<file path="config.mk">
export PLATFORM = sky130hd
export DESIGN_NAME = shift_reg_univ
export DESIGN_NICKNAME = d
export VERILOG_FILES = /design/src/rtl/shift_reg_univ.sv
export SDC_FILE = /design/constraint.sdc
export NUM_CORES = 1
export LEC_CHECK = 0
export ABC_AREA = 1
export CAP_MARGIN = 25
export CELL_PAD_IN_SITES_DETAIL_PLACEMENT = 0
export CELL_PAD_IN_SITES_GLOBAL_PLACEMENT = 2
export CORE_UTILIZATION = 23
export CTS_CLUSTER_DIAMETER = 40
export CTS_CLUSTER_SIZE = 40
export DETAILED_ROUTE_END_ITERATION = 8
export PLACE_DENSITY = 0.81
export SETUP_SLACK_MARGIN = 0.2
export SLEW_MARGIN = 20
export SYNTH_ARGS = -nofsm -noshare
export SYNTH_HDL_FRONTEND = slang
export SYNTH_SLANG_ARGS = --single-unit
</file>
<file path="constraint.sdc">
create_clock -name clk -period 1.4 [get_ports clk]
set_input_delay 0.42 -clock clk [delete_from_list [all_inputs] [get_ports clk]]
set_output_delay 0.42 -clock clk [all_outputs]
set_load 0.02 [all_outputs]
</file>
<file path="src/rtl/shift_reg_univ.sv">
// rtl/shift_reg_univ.sv - universal shift register with per-frame shift counter
module shift_reg_univ #(
    parameter int               WIDTH     = 8,
    parameter logic [WIDTH-1:0] RESET_VAL = '0,
    parameter int               CW        = $clog2(WIDTH)
) (
    input  logic             clk,
    input  logic             reset,
    input  logic             en,
    input  logic [1:0]       mode,
    input  logic             sin,
    input  logic [WIDTH-1:0] pdin,
    output logic [WIDTH-1:0] pdout,
    output logic             sout_r,
    output logic             sout_l,
    output logic [CW-1:0]    cnt,
    output logic             frame_done
);

    localparam logic [1:0]    MODE_HOLD  = 2'b00;
    localparam logic [1:0]    MODE_RIGHT = 2'b01;
    localparam logic [1:0]    MODE_LEFT  = 2'b10;
    localparam logic [1:0]    MODE_LOAD  = 2'b11;
    localparam logic [CW-1:0] CNT_LAST   = CW'(WIDTH - 1);

    logic [WIDTH-1:0] q_q, q_d;
    logic [CW-1:0]    cnt_q, cnt_d;
    logic             frame_q, frame_d;
    logic             shifting;

    assign shifting = en && (mode == MODE_RIGHT || mode == MODE_LEFT);

    always_comb begin
        q_d = q_q;
        if (en) begin
            case (mode)
                MODE_RIGHT: q_d = {sin, q_q[WIDTH-1:1]};
                MODE_LEFT:  q_d = {q_q[WIDTH-2:0], sin};
                MODE_LOAD:  q_d = pdin;
                MODE_HOLD:  q_d = q_q;
                default:    q_d = q_q;
            endcase
        end
    end

    // Both shift directions count toward the same frame; load restarts the frame.
    always_comb begin
        cnt_d   = cnt_q;
        frame_d = 1'b0;
        if (en && mode == MODE_LOAD) begin
            cnt_d = '0;
        end else if (shifting) begin
            if (cnt_q == CNT_LAST) begin
                cnt_d   = '0;
                frame_d = 1'b1;
            end else begin
                cnt_d = cnt_q + 1'b1;
            end
        end
    end

    always_ff @(posedge clk or negedge reset) begin
        if (!reset) begin
            q_q     <= RESET_VAL;
            cnt_q   <= '0;
            frame_q <= 1'b0;
        end else begin
            q_q     <= q_d;
            cnt_q   <= cnt_d;
            frame_q <= frame_d;
        end
    end

    assign pdout      = q_q;
    assign sout_r     = q_q[0];
    assign sout_l     = q_q[WIDTH-1];
    assign cnt        = cnt_q;
    assign frame_done = frame_q;

endmodule
</file>
==> results of run 1 <==
[worst min-delay path by stage]
stage                     cells past startpoint        to     start  slack, ns
after global routing                          2  pdout[2]     reset       0.45
after global placement                        3  pdout[6]  pdout[6]       0.58
after floorplan                               0    cnt[0]     reset       0.12
final                                         2  pdout[2]     reset       0.44
after detailed placement                      3  pdout[5]  pdout[5]       0.58
after CTS                                     2  pdout[2]     reset       0.44
[cell usage in the layout, fill, tap and decap left out]
cell type	Yosys	final
nand2_1	61	60
buf_4	2	20
buf_6	1	13
inv_1	14	12
dfrtp_1	12	12
clkdlybuf4s50_1	0	10
nand2_2	8	9
nand3_1	5	5
inv_2	2	4
ha_4	0	4
clkbuf_4	0	3
buf_2	1	3
nor3_1	1	1
nor2_4	1	1
nor2_8	1	1
nand4_1	1	1
ha_1	5	1
clkbuf_8	0	1
dlymetal6s2s_1	0	1
clkbuf_2	0	1
buf_12	0	1
[per-stage QoR]
stage                     utilization [%]  TNS, ns  cell area (sq um)  std cells
final                                40.9        0               1370        210
after global routing                 40.9        0               1370        210
after CTS                            40.2        0               1340        210
after detailed placement             36.9    -4.10               1230        200
after global placement               36.9    -3.84               1230        200
after floorplan                         -        0                810        115
[cell type report]
class	count	area share, %
Clock buffer	4	2.66
Multi-Input combinational cell	83	33.8
Sequential cell	12	22.0
Tap cell	46	4.22
Timing Repair Buffer	49	32.9
Inverter	16	4.40
[flip-flops by register name, indices dropped and copies added (netlist names)]
signal / cells
pdout: 8
frame_done: 1
cnt: 3
[cell families after synthesis]
kind of cell,count (synthesis)
buffers and inverters,20
DFF,12
and+or+nand+nor,78
adders and majority gates,5
[routing by layer]
metal	global-route usage (%)	share of wire, %
met5	0	0
met2	23.5	47
met4	3.90	0.46
met1	16.4	46
met3	4.48	6.2
[report_power, final]
group          switching [W]  internal [W]  leakage (nW)  total (W)
sequential         0.0000521      0.000412         0.156   0.000464
combinational       0.000330      0.000377         0.583   0.000707
clock               0.000133      0.000158        0.0210   0.000291
total               0.000515      0.000947         0.760    0.00146
[what timing repair did]
| item | in CTS | in global routing |
|---|---|---|
| setup endpoints to repair | 26 | 24 |
| setup buffers | 6 | 0 |
| pin swaps | 6 | 3 |
| gates resized for setup | 89 | 10 |
| hold buffers | 0 | 0 |
==> results.md, run 1 <==
* Synthesis-to-layout area growth at 70.5%
* Finish-stage setup viols at 0
* Worst setup margin at between 0.1 and 0.15 ns
* Count leader, synth: nand2_1
* Total gr overflow at 0
* Post-synthesis async set-or-reset flop share at 100%
* Core Area at roughly 3300 sq um
* Synth warnings at 0
* Routed length per instance at roughly 10 um
* Layout cell share with drive strength beyond 1 at between 30% and 40%
* End point of the critical path: pdout[0]
* Syn nets at ~130
* Area of the multi-input gates at around 460 sq um
* Crit path buf inv count at 1
* Number of synthesized flops with an enable pin at 0
* CTS buffer count at 3
* Top cells by count, synth: nand2_1 (61), inv_1 (14), dfrtp_1 (12)
* Worst Skew at slightly below 0.01 ns
* Fin crit share at 90.6%
* TritonRoute pass-1 iters at 4
* CP startpoint kind: flop
* Unrepaired setup endpoints after global routing: true
* Hpwl dp at 1580 um
* Peak supply drop at roughly 0.63 mV
* Worst R2R End: cnt[2]
* Register Area at between 300 and 400 sq um
* Worst Hold Class: in -> async
* Post-synthesis xor/xnor area fraction at 0%
* Seq cells post-synth at 12
* Delay-heaviest family, CP: flip-flops
* Unique masters post-synth at 14
* Leakage at 0.760 nW
* Max-cap violations at 0
* R2R setup slack at roughly 0.27 ns
* WL final at roughly 2200 um
* Relative slew slack at between 80 and 90%
* Slew @ Worst Pin at ~0.19 ns
* Mapped Area at 801 sq um
* Sink Count at 12
* Vias post-DR at 827
* Antenna viol nets, final at 0
* Die Wd at 61.0 um
* I/O pin total at 28
* CP max FO at 3
* Starting Density at 24.0%
* Vias in the first global route at around 830
* Outcome: completed
* Min Tclk post-route at about 1.3 ns
* Crit path depth at 1
* Initial antenna violation count at 0
* Worst-case reg-to-reg path depth at 5
* Syn Inst Count at ~120
* Type of the worst setup path: reg -> out
* Crit path max-delay cell type: dfrtp_1
* Clock Path Buffers at 2
* Post-synthesis simple-gate area fraction at between 40% and 50%
* Largest net degree at the start of global routing at 13
* Synth area leaders: dfrtp_1 (38%), nand2_1 (29%), ha_1 (7.8%), inv_1 (6.6%), nand2_2 (6.3%)
* Power per Cell Area at 1070 nW/um^2
* Mean Syn Cell Area at between 6 and 7 sq um
* Largest family of logic cells by synthesized area: simple AND/OR/NAND/NOR gates
* Register area share after synthesis at a little under two fifths
* Post-synthesis compound-gate area fraction at 0%
* Clock slew at reported path FFs at around 0.090 ns
* Clock insertion delay at the later pin of the skew report at about 0.28 ns
* Final Wtd Congestion at slightly below 0.8
* Clk root buf: clkbuf_4
* Hold Slack at approximately 0.44 ns
* Cell Chain, Critical Path: buf_6
* Layout Nets at approximately 180
* FILL cells at 365
* Area fraction of the dominant cell type after synthesis at a little under two fifths
* TritonCTS clock tree: done
* Die height at between 60 and 70 um
* Mux cell area share after synthesis at 0%
* Worst Setup SP: pdout[0]
* Rows at 21
* R2r startpoint: cnt[1]
* Htree depth at 1
* Yosys top cell by area: dfrtp_1
* Critical Path End Type: primary output
* Vias/cell at roughly 3.9
* Power Total at around 0.0015 W
* Pre-CTS setup slack at -0.371 ns
* Die area at roughly 3700 sq um
* First-pass GRT wire length at ~3700 um
* # port buffers at 27
* Critical path arrival at roughly 0.85 ns
* Fin. Hold Viols at 0
* GRT Total Usage at between 10% and 20%
* Synth Flop Type: dfrtp_1
* Slowest stage delay, CP at 0.42 ns
* CP required at ~1 ns
* Max Slew Vio Count at 0
* ANT cells at 0
* Iteration-0 DRC Markers at 19
* Fmax at 788 MHz
* # DRC at 0
* Adder-cell share of the synthesized area at between 7 and 8%
No activity file was read; power rests on OpenSTA's default activity.
==> run 2, diff against run 1 <==
--- a/config.mk
+++ b/config.mk
@@ -6,6 +6,7 @@
 export NUM_CORES = 1
 export LEC_CHECK = 0
 export ABC_AREA = 1
+export ABC_CLOCK_PERIOD_IN_PS = 1400
 export CAP_MARGIN = 25
 export CELL_PAD_IN_SITES_DETAIL_PLACEMENT = 0
 export CELL_PAD_IN_SITES_GLOBAL_PLACEMENT = 2
==> results of run 2 <==
No change in the layout: final DEF, timing and power equal those of run 1.
==> run 3, diff against run 2 <==
--- a/config.mk
+++ b/config.mk
@@ -6,10 +6,10 @@
 export NUM_CORES = 1
 export LEC_CHECK = 0
 export ABC_AREA = 1
-export ABC_CLOCK_PERIOD_IN_PS = 1400
 export CAP_MARGIN = 25
 export CELL_PAD_IN_SITES_DETAIL_PLACEMENT = 0
 export CELL_PAD_IN_SITES_GLOBAL_PLACEMENT = 2
+export CORE_MARGIN = 1
 export CORE_UTILIZATION = 23
 export CTS_CLUSTER_DIAMETER = 40
 export CTS_CLUSTER_SIZE = 40
==> results of run 3 <==
No change in the layout: final DEF, timing and power equal those of run 1.
